### src/rtl/shift_seq_ctrl_if.sv
// Request channel into the shift-register sequencer: a word plus frame mode,
// transferred on req_valid & req_ready.
interface shift_seq_ctrl_if;
   logic        req_valid;
   logic        req_ready;
   logic [15:0] req_data;
   logic        req_byte;

   modport master (output req_valid, output req_data, output req_byte, input req_ready);
   modport slave  (input req_valid, input req_data, input req_byte, output req_ready);
endinterface

### src/rtl/shift_seq_ctrl.sv
// Sequencer for an external 16-bit left-shifting register: loads a word, then
// paces one bit per BIT_CYCLES clocks with single-cycle shift pulses.
module shift_seq_ctrl #(
   parameter int BIT_CYCLES = 4
) (
   input  logic              clk,
   input  logic              reset,
   shift_seq_ctrl_if.slave   req,
   input  logic              abort,
   output logic [15:0]       sr_data,
   output logic              sr_data_en,
   output logic              sr_shift_en,
   output logic              sr_reset_n,
   input  logic              sr_msb,
   input  logic              sr_msb7,
   output logic              ser_bit,
   output logic              ser_strobe,
   output logic [3:0]        bit_idx,
   output logic              busy,
   output logic              done,
   output logic              aborted
);

   localparam logic [7:0] CNT_LAST = 8'(BIT_CYCLES - 1);

   typedef enum logic [1:0] {S_IDLE, S_LOAD, S_BIT, S_DONE} state_t;

   state_t      state_q, state_d;
   logic [7:0]  cnt_q, cnt_d;
   logic [3:0]  bit_idx_q, bit_idx_d;
   logic [15:0] word_q, word_d;
   logic        byte_q, byte_d;
   logic        abort_go, next_period;

   logic        req_ready_q, req_ready_d;
   logic        sr_data_en_q, sr_data_en_d;
   logic        sr_shift_en_q, sr_shift_en_d;
   logic        sr_reset_n_q, sr_reset_n_d;
   logic        ser_strobe_q, ser_strobe_d;
   logic        busy_q, busy_d;
   logic        done_q, done_d;
   logic        aborted_q, aborted_d;

   // State register; every output except ser_bit comes straight from a flop.
   always_ff @(posedge clk) begin
      if (reset) begin
         state_q       <= S_IDLE;
         cnt_q         <= '0;
         bit_idx_q     <= '0;
         word_q        <= '0;
         byte_q        <= 1'b0;
         req_ready_q   <= 1'b0;
         sr_data_en_q  <= 1'b0;
         sr_shift_en_q <= 1'b0;
         sr_reset_n_q  <= 1'b0;
         ser_strobe_q  <= 1'b0;
         busy_q        <= 1'b0;
         done_q        <= 1'b0;
         aborted_q     <= 1'b0;
      end else begin
         state_q       <= state_d;
         cnt_q         <= cnt_d;
         bit_idx_q     <= bit_idx_d;
         word_q        <= word_d;
         byte_q        <= byte_d;
         req_ready_q   <= req_ready_d;
         sr_data_en_q  <= sr_data_en_d;
         sr_shift_en_q <= sr_shift_en_d;
         sr_reset_n_q  <= sr_reset_n_d;
         ser_strobe_q  <= ser_strobe_d;
         busy_q        <= busy_d;
         done_q        <= done_d;
         aborted_q     <= aborted_d;
      end
   end

   always_comb begin
      state_d     = state_q;
      cnt_d       = cnt_q;
      bit_idx_d   = bit_idx_q;
      word_d      = word_q;
      byte_d      = byte_q;
      abort_go    = 1'b0;
      next_period = 1'b0;
      case (state_q)
         S_IDLE: begin
            if (req.req_valid && req_ready_q) begin
               state_d   = S_LOAD;
               word_d    = req.req_byte ? {8'h00, req.req_data[7:0]} : req.req_data;
               byte_d    = req.req_byte;
               bit_idx_d = req.req_byte ? 4'd7 : 4'd15;
               cnt_d     = '0;
            end
         end
         S_LOAD: begin
            if (abort) begin
               abort_go  = 1'b1;
               state_d   = S_IDLE;
               bit_idx_d = '0;
            end else begin
               state_d = S_BIT;
            end
            cnt_d = '0;
         end
         S_BIT: begin
            // Abort takes precedence over the end of the final period.
            if (abort) begin
               abort_go  = 1'b1;
               state_d   = S_IDLE;
               bit_idx_d = '0;
               cnt_d     = '0;
            end else if (cnt_q == CNT_LAST) begin
               cnt_d = '0;
               if (bit_idx_q == 4'd0) begin
                  state_d = S_DONE;
               end else begin
                  bit_idx_d   = bit_idx_q - 4'd1;
                  next_period = 1'b1;
               end
            end else begin
               cnt_d = cnt_q + 8'd1;
            end
         end
         S_DONE: begin
            state_d = S_IDLE;
         end
         default: begin
            state_d = S_IDLE;
         end
      endcase
   end

   // Outputs are derived from the upcoming state so they line up with it once registered.
   always_comb begin
      req_ready_d   = (state_d == S_IDLE) && !abort_go;
      sr_reset_n_d  = !abort_go;
      sr_data_en_d  = (state_d == S_LOAD);
      sr_shift_en_d = next_period;
      ser_strobe_d  = (state_d == S_BIT) && (cnt_d == CNT_LAST);
      busy_d        = (state_d == S_LOAD) || (state_d == S_BIT);
      done_d        = (state_d == S_DONE);
      aborted_d     = abort_go;
   end

   assign req.req_ready = req_ready_q;
   assign sr_data       = word_q;
   assign sr_data_en    = sr_data_en_q;
   assign sr_shift_en   = sr_shift_en_q;
   assign sr_reset_n    = sr_reset_n_q;
   assign ser_strobe    = ser_strobe_q;
   assign bit_idx       = bit_idx_q;
   assign busy          = busy_q;
   assign done          = done_q;
   assign aborted       = aborted_q;
   assign ser_bit       = byte_q ? sr_msb7 : sr_msb;

endmodule
### src/flat_wrapper.sv
// flat-port wrapper written by rule: the top's interface ports become plain ports
module shift_seq_ctrl_flat 
#(
   parameter int BIT_CYCLES = 4
)
  (clk, reset, abort, sr_data, sr_data_en, sr_shift_en, sr_reset_n, sr_msb, sr_msb7, ser_bit, ser_strobe, bit_idx, busy, done, aborted, req_req_valid, req_req_data, req_req_byte, req_req_ready);
  shift_seq_ctrl_if req_i ();
  input  logic clk;
  input  logic reset;
  input  logic abort;
  output logic [15:0] sr_data;
  output logic sr_data_en;
  output logic sr_shift_en;
  output logic sr_reset_n;
  input  logic sr_msb;
  input  logic sr_msb7;
  output logic ser_bit;
  output logic ser_strobe;
  output logic [3:0] bit_idx;
  output logic busy;
  output logic done;
  output logic aborted;
  input wire logic [$bits(req_i.req_valid)-1:0] req_req_valid;
  input wire logic [$bits(req_i.req_data)-1:0] req_req_data;
  input wire logic [$bits(req_i.req_byte)-1:0] req_req_byte;
  output wire logic [$bits(req_i.req_ready)-1:0] req_req_ready;
  assign req_i.req_valid = req_req_valid;
  assign req_i.req_data = req_req_data;
  assign req_i.req_byte = req_req_byte;
  assign req_req_ready = req_i.req_ready;
  shift_seq_ctrl #(.BIT_CYCLES(BIT_CYCLES)) u_core (.clk(clk), .reset(reset), .req(req_i), .abort(abort), .sr_data(sr_data), .sr_data_en(sr_data_en), .sr_shift_en(sr_shift_en), .sr_reset_n(sr_reset_n), .sr_msb(sr_msb), .sr_msb7(sr_msb7), .ser_bit(ser_bit), .ser_strobe(ser_strobe), .bit_idx(bit_idx), .busy(busy), .done(done), .aborted(aborted));
endmodule
### config.mk
export PLATFORM = sky130hd
export DESIGN_NAME = shift_seq_ctrl_flat
export DESIGN_NICKNAME = d
export VERILOG_FILES = /design/src/rtl/shift_seq_ctrl_if.sv /design/src/rtl/shift_seq_ctrl.sv /design/src/flat_wrapper.sv
export SDC_FILE = /design/constraint.sdc
export NUM_CORES = 1
export LEC_CHECK = 0
export ABC_AREA = 1
export ABC_CLOCK_PERIOD_IN_PS = 3200
export BUFFER_PORTS_ARGS = -buffer_cell sky130_fd_sc_hd__buf_4
export CAP_MARGIN = 10
export CORE_MARGIN = 1.5
export CORE_UTILIZATION = 45
export CTS_BUF_LIST = sky130_fd_sc_hd__clkbuf_8 sky130_fd_sc_hd__clkbuf_16
export DETAILED_ROUTE_END_ITERATION = 10
export MAX_ROUTING_LAYER = met4
export PLACE_DENSITY = 0.7
export SLEW_MARGIN = 20
export SYNTH_ARGS = -nofsm -noshare
export SYNTH_HDL_FRONTEND = slang
export SYNTH_SLANG_ARGS = --single-unit
### constraint.sdc
create_clock -name clk -period 3.2 [get_ports clk]
set_input_delay 0.48 -clock clk [delete_from_list [all_inputs] [get_ports clk]]
set_output_delay 0.48 -clock clk [all_outputs]
set_load 0.01 [all_outputs]
==> results.md, run 1 <==
- I/O pins: 52
- DRC: 0
- Total power: 1.108 mW
- Clock Skews: 0.005586 ns
- Wire per inst: 11.61 um
- Max VDD drop: 0.2517 mV
- Most frequent cell after synthesis: nand2_1
- Final period utilization: 66.01%
- Share of the synthesized area in the top cell type: 40.34%
- FILL cells: 397
- Post-synth ARST share: 0%
- Largest family of logic cells by synthesized area: simple AND/OR/NAND/NOR gates
- Clk buf depth: 2
- Simple-gate portion of the synthesized area: 31.48%
- Post-cts sizing count: 0
- Clk pin slew, worst setup/hold paths: 0.08 ns
- H-tree level count: 2
- Root buffer cell: clkbuf_8
- Setup TNS: 0 ns
- Pint: 0.7894 mW
- Proportion of layout cells with a drive suffix above 1: 24.31%
- DP Area: 2359 sq um
- Synth top area cells: dfxtp_1 40%, nand2_1 12%, nor2_1 7.4%
- CP max-delay cell: nand3_2
- Hold Crit Class: primary input to flip-flop
- Number of diodes: 0
- Die area: 4704 sq um
- Multiplexer share of the synthesized area: 0%
- Final wirelength: 4.353 mm
- Synthesis-stage register bit count: 39
- Cell taking the most area after synthesis: dfxtp_1
- Finished Cell Area: 2446 sq um
- CP required: 3.39 ns
- Synth Cell Area: 1936 sq um
- CP bufs+invs: 1
- Syn Nets: 307
- Delay-heaviest family, CP: simple AND/OR/NAND/NOR gates
- Slew HR: 65.85%
- Mean post-synth cell area: 7.090 sq um
- Port bufs: 51
- Synth top cells by count: 63 x nand2_1, 39 x dfxtp_1, 38 x nor2_1, 34 x inv_1, 22 x a21oi_1
- Fmax achieved: 473.4 MHz
- Tmin final: 2.112 ns
- Area growth, synth to finish: 26.37%
- Hold-fix buffer count after cts: 0
- Final hold violation count: 0
- Post-synth EDFFs: 0
- Postcts setup bufs: 0
- First-pass GRT wire length: 7.107 mm
- Main synth FF type: dfxtp_1
- Clock latency on the worst-skew pair: 0.29 ns
- Antenna-violating nets left: 0
- Remaining global-route overflow: 0
- Critical path class: flip-flop to flip-flop
- Core Area: 4058 sq um
- Area of the multi-input gates: 985.9 sq um
- Syn Inst Count: 273
- Chip height: 68.59 um
- Fin nets: 359
- Initial antenna violation count: 0
- Slew @ Worst Pin: 0.5116 ns
- CTS Sinks: 39
- # Max-Cap Violations: 0
- Hpwl dp: 3.188 mm
- Total track usage: 21.05%
- Final RePlAce weighted congestion: 0.8489
- Worst setup EP type: flip-flop
- Worst r2r src: u_core.state_q[0]$_SDFF_PP0_
- Worst Hold Launch: abort
- Initial Util: 47.70%
- Pre-antenna DRT Iters: 4
- Pleak: 1.156 nW
- CP startpoint kind: flip-flop
- Largest net degree at the start of global routing: 28
- Vias in the first global route: 1606
- Power share of the combinational group: 21.0%
- Data arrival, critical path: 2.30 ns
- Register Area: 780.7 sq um
- Synth Area in Adders: 7.111%
- Die W: 68.59 um
- Switching share of power: 28.73%
- CP max FO: 27
- Power Density: 452.8 nW/um^2
- CTS Buf Count: 5
- Final Setup Violations: 0
- Final slew viol count: 0
- Outcome: completed
- Netlist cell types: 28
- CP max stage delay: 0.44 ns
- RSZ-0062 raised after global routing: false
- Row count: 23
- Synth Area in Compound Gates: 11.89%
- Clock power frac: 30.5%
- Sequential cell fraction of total power: 48.5%
- Yosys warning total: 0
- Sequential-to-total area share from yosys stat: 40.34%
- Iter 0 DRT Violations: 89
- Vias: 1771
- TritonCTS clock tree: done
- Synth Area in XOR/XNOR: 0.4525%
- Switching power total: 0.3181 mW
- Routed vias/inst: 4.723
- Worst path cell trace: inv_1 -> ha_1 -> nand3_2 -> o211ai_1 -> o21ai_1 -> ha_1 -> nand3_1 -> nor2_1 -> nand3_1 -> nor2_1
- Setup slack, reg-to-reg: 1.09 ns
- CP Launch Point: u_core.state_q[0]$_SDFF_PP0_
-- power groups by stage --
stage                     Sequential [mW]  Clock (mW)  Combinational (mW)
final                               0.537       0.338               0.233
after global routing                0.542       0.368               0.265
after CTS                           0.538       0.345               0.235
after detailed placement            0.549           0               0.234
after global placement              0.547           0               0.231
after floorplan                     0.561           0               0.123
-- flip-flops by register name, summed over array words and instances (netlist names) --
register	cells
u_core.state_q	2
u_core.sr_shift_en	1
u_core.aborted	1
u_core.sr_data	16
u_core.ser_strobe	1
u_core.byte_q	1
u_core.done	1
u_core.sr_reset_n	1
u_core.sr_data_en	1
u_core.busy	1
u_core.bit_idx	4
u_core.cnt_q	8
u_core.req.req_ready	1
-- worst register-to-register path: stages, from the launching register on --
cell      delay (ns)
dfxtp_1         0.33
inv_1           0.10
ha_1            0.27
nand3_2         0.44
o211ai_1        0.24
o21ai_1         0.17
ha_1            0.23
nand3_1         0.07
nor2_1          0.05
nand3_1         0.07
nor2_1          0.04
-- logic make-up (layout without fill, tap and decap cells) --
logic type,count (synthesis),in the layout
compound gates,43,43
xor+xnor,1,1
fa+ha+maj,11,11
buf+inv,45,97
flops,39,39
simple gates,134,134
-- layout make-up --
| class | instances | area share (%) |
|---|---|---|
| Clock inverter | 1 | 0.2046 |
| Tap cell | 50 | 2.558 |
| Clock buffer | 6 | 3.376 |
| Multi-Input combinational cell | 189 | 40.31 |
| Sequential cell | 39 | 31.92 |
| Timing Repair Buffer | 51 | 15.65 |
| Inverter | 39 | 5.985 |
-- through the flow --
stage               hold slack (ns)  std cells  worst slack (ns)  utilization (%)
finish                       0.4052        375             1.088            60.28
global route                 0.4143        375            0.8518            60.28
CTS                          0.4017        375             1.079            60.28
detailed placement           0.4376        368             1.085            58.13
global placement             0.4347        368             1.146            58.13
floorplan                    0.4582        273             1.387                -
-- layer usage --
layer / global-route usage (%) / share of wire [%] / up-vias
met5: - / 0 / -
met4: 7.000 / 1.4 / 0
met3: 5.357 / 5.2 / 5
met2: 36.18 / 47 / 38
met1: 23.77 / 46 / 773
li1: - / - / 955
-- path summary, 6_finish.rpt --
path,endpoint,cells past startpoint
worst max-delay path,u_core.ser_strobe$_SDFF_PP0_,10
worst min-delay path,u_core.sr_reset_n$_SDFF_PP0_,2
worst max register to register,u_core.ser_strobe$_SDFF_PP0_,10
worst min register to register,u_core.sr_data[5]$_SDFFE_PP0P_,2
-- cells in the final DEF (no fill, tap or decap), types with 2 or more instances in the layout --
| cell | instances |
|---|---|
| o21ai_0 | 14 |
| nand2_4 | 2 |
| nor2_4 | 2 |
| nand3_2 | 3 |
| dfxtp_1 | 39 |
| nor2_2 | 4 |
| clkbuf_8 | 6 |
| inv_2 | 5 |
| nand2_2 | 3 |
| inv_1 | 34 |
| nand2_1 | 63 |
| a21oi_1 | 22 |
| nand3_1 | 15 |
| buf_4 | 51 |
| ha_1 | 11 |
| nor2_1 | 38 |
Note: power is estimated with default switching activity, not from simulation.
==> inputs of run 2 (changes only) <==
Settings changed: ABC_CLOCK_PERIOD_IN_PS 3200 to 1700, PLACE_DENSITY 0.7 to 0.73.
Clock period 3.2 ns to 1.7 ns, I/O delays scaled along.
==> run 2 against run 1 <==
Against the previous run: critical path depth up 3; first-iteration DRC count down 6.7%; register-to-register slack worse by 1.1 ns; worst hold slack worse by 0.22 ns; global-route usage down 0.30 points; clock power up 79%; non-clock buffer count up 26; routed wire length up 5.0%; critical endpoint is now u_core.busy$_SDFF_PP0_; sequential power up 88%; core utilization up 7.1 points.
==> results.md, run 2 (same netlist as run 1, synthesis figures left out) <==
- Outcome: completed
- Hold path depth: 2 (unchanged)
- Data arrival, critical path: 1.86 ns (-0.44 ns)
- Row count: 23 (unchanged)
- Slew HR: 69.23% (+3.4 points)
- Critical path class: flip-flop to flip-flop
- Commonest cells after routing, fill and taps aside: 77 x buf_4, 62 x nand2_1, 36 x nor2_1
- Final Setup Violations: 0 (unchanged)
- Root buffer cell: clkbuf_8
- Pre-antenna DRT Iters: 4 (unchanged)
- Die W: 68.59 um (unchanged)
- CP startpoint kind: flip-flop
- Final period utilization: 99.55% (+34 points)
- RSZ-0062 raised after global routing: true
- Number of diodes: 0 (unchanged)
- DRC: 0 (unchanged)
- # Max-Cap Violations: 0 (unchanged)
- Final slew viol count: 0 (unchanged)
- Final RePlAce weighted congestion: 0.8679 (+2.2%)
- Fmax achieved: 590.9 MHz (+25%)
- Clk buf depth: 2 (unchanged)
- TritonCTS clock tree: done
- Clk pin slew, worst setup/hold paths: 0.08 ns (about the same)
- Worst setup EP type: flip-flop
- Area growth, synth to finish: 41.24%
- Port bufs: 51 (unchanged)
- Iter 0 DRT Violations: 83 (-6.7%)
- Clock Skews: 0.009536 ns (+0.003950 ns)
- CP required: 1.87 ns (-1.52 ns)
- Slew @ Worst Pin: 0.4611 ns (-0.05055 ns)
- I/O pins: 52 (unchanged)
- Clock latency on the worst-skew pair: 0.29 ns (about the same)
- CTS Sinks: 39 (unchanged)
- Vias: 1896 (+7.1%)
- Power Density: 801.8 nW/um^2 (+77%)
- Final wirelength: 4.569 mm (+5.0%)
- Chip height: 68.59 um (unchanged)
- Vias in the first global route: 1683 (+4.8%)
- Die area: 4704 sq um (unchanged)
- Antenna-violating nets left: 0 (unchanged)
- Pleak: 1.286 nW (+11%)
- Largest net degree at the start of global routing: 28 (unchanged)
- Hpwl dp: 3.273 mm (+2.7%)
- Max VDD drop: 0.5847 mV (+130%)
- Tmin final: 1.692 ns (-0.4199 ns)
- Commonest non-fill, non-tap cell in the layout: buf_4
- CP max FO: 3 (-89%)
- Register Area: 788.3 sq um (+0.96%)
- FILL cells: 368 (-7.3%)
- Final hold violation count: 0 (unchanged)
- Initial antenna violation count: 0 (unchanged)
- Fin nets: 385 (+7.2%)
- Total power: 2.192 mW (+98%)
- H-tree level count: 2 (unchanged)
- Routed vias/inst: 4.716 (-0.13%)
- Final hold slack: 0.1826 ns (-0.2226 ns)
- Hold Crit Class: primary input to flip-flop
- Reg2Reg Depth: 13 (+3)
- Remaining global-route overflow: 0 (unchanged)
- Initial Util: 47.70% (unchanged)
- CTS Buf Count: 5 (unchanged)
- Wire per inst: 11.37 um (-2.1%)
- Total track usage: 20.75% (-0.30 points)
- Area of the multi-input gates: 1074 sq um (+8.9%)
- First-pass GRT wire length: 7.148 mm (+0.58%)
- Largest register FFs: 16 (unchanged)
- Core Area: 4058 sq um (unchanged)
- Proportion of layout cells with a drive suffix above 1: 36.36% (+12 points)
run 2: changes by cell type in the layout (fill, tap and decap cells not counted), sizes merged:
cell and delta:
buf +26, clkinvlp +1, clkbuf -1, inv +1
run 2: layer usage:
layer,routed length [um],global-route usage [%],part of all wire [%]
met2,2240,34.62,49
met1,2146,24.10,47
met4,41,8.000,0.90
met3,141,4.870,3.1
met5,0,-,0
run 2: path summary, 6_finish.rpt:
path                                  start                        endpoint  slack [ns]
max          u_core.bit_idx[1]$_SDFFE_PP0P_          u_core.busy$_SDFF_PP0_       0.008
min                                   abort    u_core.sr_reset_n$_SDFF_PP0_        0.18
max reg2reg  u_core.bit_idx[1]$_SDFFE_PP0P_          u_core.busy$_SDFF_PP0_       0.008
min reg2reg  u_core.sr_data[1]$_SDFFE_PP0P_  u_core.sr_data[1]$_SDFFE_PP0P_        0.45
run 2: timing repair:
action / CTS / global route
pin swaps: 5 / 12
buffers inserted: 1 / 4
endpoints found under the setup margin: 3 / 15
hold buffers: 0 / 0
resized for setup: 6 / 20
run 2: worst max-delay path, stage by stage, from the launching register on:
cell	delay, ns
dfxtp_2	0.33
inv_2	0.08
ha_4	0.15
nand2_4	0.05
nor2_4	0.09
nand3_2	0.09
nand2_1	0.08
nand2_1	0.05
nand2_1	0.08
a21boi_2	0.06
buf_4	0.15
ha_1	0.26
inv_1	0.05
nor2_1	0.03
run 2: metrics by stage:
stage	utilization (%)	cell area, sq um	setup slack [ns]	setup TNS (ns)	std cells
floorplan	-	1942	0.007089	0	273
global placement	62.16	2522	0.02086	0	389
detailed placement	62.16	2522	-0.02925	-0.02925	389
CTS	64.79	2629	0.009416	0	398
global route	67.38	2734	-0.1546	-0.4345	402
finish	67.38	2734	0.007685	0	402
run 2: layout make-up:
type	count	area share [%]
multi-input combinational	189	39.27
sequential	39	28.83
timing repair buffer	77	21.14
inverter	39	5.355
clock buffer	5	2.517
tap	50	2.288
clock inverter	3	0.5950
run 2: report_power, final:
part	switching [mW]	total [mW]	internal, mW
registers	0.0354	1.01	0.978
logic	0.294	0.574	0.280
clock network	0.324	0.605	0.281
==> inputs of run 3 (changes only) <==
Settings changed: CAP_MARGIN 10 to 30, SETUP_SLACK_MARGIN from default to 0.5.
==> run 3 against run 2 <==
Against the previous run: final cell count is 2.7% higher; power up 16%; combinational power grew 26%; critical path type unchanged; largest cell class unchanged; largest power group unchanged.
==> results.md, run 3 (same netlist as run 1, synthesis figures left out) <==
- Outcome: completed
- Switching power total: 0.7333 mW (+12%)
- Most used cell, CP: nand2_1
- Core Area: 4058 sq um (unchanged)
- Delay-heaviest family, CP: simple AND/OR/NAND/NOR gates
- First-pass GRT wire length: 8.321 mm (+16%)
- Setup slack, reg-to-reg: 0.04 ns (+0.03 ns)
- Initial Util: 47.70% (unchanged)
- Initial antenna violation count: 0 (unchanged)
- Final Setup Violations: 0 (unchanged)
- Fin nets: 396 (+2.9%)
- Max VDD drop: 0.5747 mV (-1.7%)
- CTS Sinks: 39 (unchanged)
- Power share of the combinational group: 28.3% (+2.1 points)
- CP max FO: 3 (unchanged)
- Worst setup EP type: flip-flop
- FILL cells: 269 (-27%)
- Worst Hold Launch: abort
- CP Launch Point: u_core.bit_idx[0]$_SDFFE_PP0P_
- Dpl cells: 378 (-2.8%)
- Pint: 1.815 mW (+18%)
- Final period utilization: 97.70% (-1.8 points)
- Final slew viol count: 0 (unchanged)
- Fmax achieved: 602.1 MHz (+1.9%)
- Iter 0 DRT Violations: 135 (+63%)
- DRC: 0 (unchanged)
- Worst path cell trace: inv_2 -> ha_4 -> nand2_4 -> nor2_4 -> nand3_2 -> nand2_1 -> nand2_1 -> nand2_1 -> a21boi_2 -> buf_4 -> ha_1 -> inv_1 -> nor2_1
- Die area: 4704 sq um (unchanged)
- I/O pins: 52 (unchanged)
- Hold path depth: 2 (unchanged)
- Clock Skews: 0.004120 ns (-0.005416 ns)
- Pre-antenna DRT Iters: 4 (unchanged)
- CTS Buf Count: 5 (unchanged)
- Die W: 68.59 um (unchanged)
- Clock power frac: 31.7% (+4.1 points)
- Area of the multi-input gates: 1326 sq um (+24%)
- Final RePlAce weighted congestion: 0.8745 (+0.76%)
- Pleak: 1.439 nW (+12%)
- Total track usage: 24.91% (+4.2 points)
- Worst r2r src: u_core.bit_idx[0]$_SDFFE_PP0P_
- Remaining global-route overflow: 0 (unchanged)
- Tmin final: 1.661 ns (-0.03137 ns)
- Vias: 2120 (+12%)
- Reg2Reg Depth: 13 (unchanged)
- H-tree level count: 2 (unchanged)
- Clk pin slew, worst setup/hold paths: 0.07 ns (about the same)
- Number of diodes: 0 (unchanged)
- Row count: 23 (unchanged)
- Power Density: 788.1 nW/um^2 (-1.7%)
- Slew @ Worst Pin: 0.4985 ns (+0.03741 ns)
- # Max-Cap Violations: 0 (unchanged)
- Sequential cell fraction of total power: 40.0% (-6.2 points)
- TritonCTS clock tree: done
- Final hold slack: 0.1852 ns (+0.002608 ns)
- Area growth, synth to finish: 67.03%
- Hold Crit Class: primary input to flip-flop
- CP bufs+invs: 3 (unchanged)
- Largest net degree at the start of global routing: 28 (unchanged)
- Hpwl dp: 3.251 mm (-0.68%)
- Largest register FFs: 16 (unchanged)
- Commonest cells after routing, fill and taps aside: 71 x buf_4, 53 x nand2_1, 31 x dfxtp_1
- CP max stage delay: 0.33 ns (about the same)
- Critical path class: flip-flop to flip-flop
- Data arrival, critical path: 1.84 ns (-0.02 ns)
- Final hold violation count: 0 (unchanged)
- Switching share of power: 28.78% (-1.1 points)
- Routed vias/inst: 5.133 (+8.8%)
- Register Area: 798.3 sq um (+1.3%)
- WHS Endpoint: u_core.sr_reset_n$_SDFF_PP0_
- Wire per inst: 14.77 um (+30%)
- Post-Layout Cell Count: 413 (+2.7%)
- Antenna-violating nets left: 0 (unchanged)
- CP startpoint kind: flip-flop
- Hold-fix buffer count after cts: 0 (unchanged)
- Slew HR: 66.73% (-2.5 points)
- Root buffer cell: clkbuf_8
- Vias in the first global route: 1908 (+13%)
- CP max-delay cell: dfxtp_2
- RSZ-0062 raised after global routing: true
- RR Endpoint: u_core.busy$_SDFF_PP0_
- Clk buf depth: 2 (unchanged)
- Proportion of layout cells with a drive suffix above 1: 53.17% (+17 points)
- Chip height: 68.59 um (unchanged)
- CP required: 1.88 ns (about the same)
- Clock latency on the worst-skew pair: 0.29 ns (about the same)
- Final wirelength: 6.100 mm (+34%)
- Port bufs: 51 (unchanged)
- Commonest non-fill, non-tap cell in the layout: buf_4
run 3: cell count changes in the layout (fill, tap and decap cells not counted), moves of 4 or more:
cell	change
a21oi_1	-15
a21oi_2	+15
buf_4	-6
buf_6	+11
inv_1	-6
inv_4	+5
nand2_1	-9
nand2_2	+6
nand3_1	-4
nor2_1	-11
nor2_2	+5
nor2_4	+7
run 3: worst max path at each step:
stage	end	cells after the start
final	u_core.busy$_SDFF_PP0_	13
after global routing	u_core.ser_strobe$_SDFF_PP0_	15
after CTS	u_core.ser_strobe$_SDFF_PP0_	15
after global placement	u_core.busy$_SDFF_PP0_	13
after detailed placement	u_core.ser_strobe$_SDFF_PP0_	15
after floorplan	u_core.ser_strobe$_SDFF_PP0_	15
run 3: per-layer routing:
layer	global-route usage, %	share of wire, %	vias to the layer above
met1	24.85	38	979
met5	-	0	-
met3	6.006	7.1	20
met2	44.71	52	77
met4	13.00	3.2	0
li1	-	-	1044
run 3: stage by stage:
step           total power [mW]  worst slack, ns  setup TNS [ns]  area, sq um  util [%]
6_report                  2.548          0.03905               0         3233     79.68
5_1_grt                   2.667         -0.07134         -0.1428         3233     79.68
3_3_place_gp              1.506          0.05344               0         2504     61.70
2_1_floorplan             1.312           0.1082               0         2008         -
3_5_place_dp              1.515         -0.01561        -0.02225         2504     61.70
4_1_cts                   2.453          0.01055               0         2948     72.65
run 3: area by class of cell:
type | instances | share of cell area, %
Multi-Input combinational cell | 190 | 41.02
Clock buffer | 6 | 2.554
Timing Repair Buffer | 87 | 23.80
Sequential cell | 39 | 24.69
Clock inverter | 2 | 1.084
Inverter | 39 | 4.915
Tap cell | 50 | 1.935
run 3: power groups by stage:
stage | combinational (mW) | clock [mW] | sequential, mW
final | 0.721 | 0.807 | 1.02
after global routing | 0.783 | 0.858 | 1.03
after CTS | 0.624 | 0.817 | 1.01
after detailed placement | 0.479 | 0 | 1.04
after global placement | 0.472 | 0 | 1.03
after floorplan | 0.253 | 0 | 1.06
run 3: worst register-to-register path, cell delays in order (launching register included):
cell and delay [ns]:
dfxtp_2 0.33, inv_2 0.07, ha_4 0.15, nand2_4 0.06, nor2_4 0.12, nand3_2 0.08
nand2_1 0.07, nand2_1 0.04, nand2_1 0.08, a21boi_2 0.06, buf_4 0.14, ha_1 0.26
inv_1 0.05, nor2_1 0.03
run 3: repair_timing:
item | 4_1_cts | 5_1_grt
cloned | 2 | 1
resized for setup | 48 | 52
pin swaps | 26 | 27
endpoints found under the setup margin | 36 | 38
buffers inserted | 14 | 10
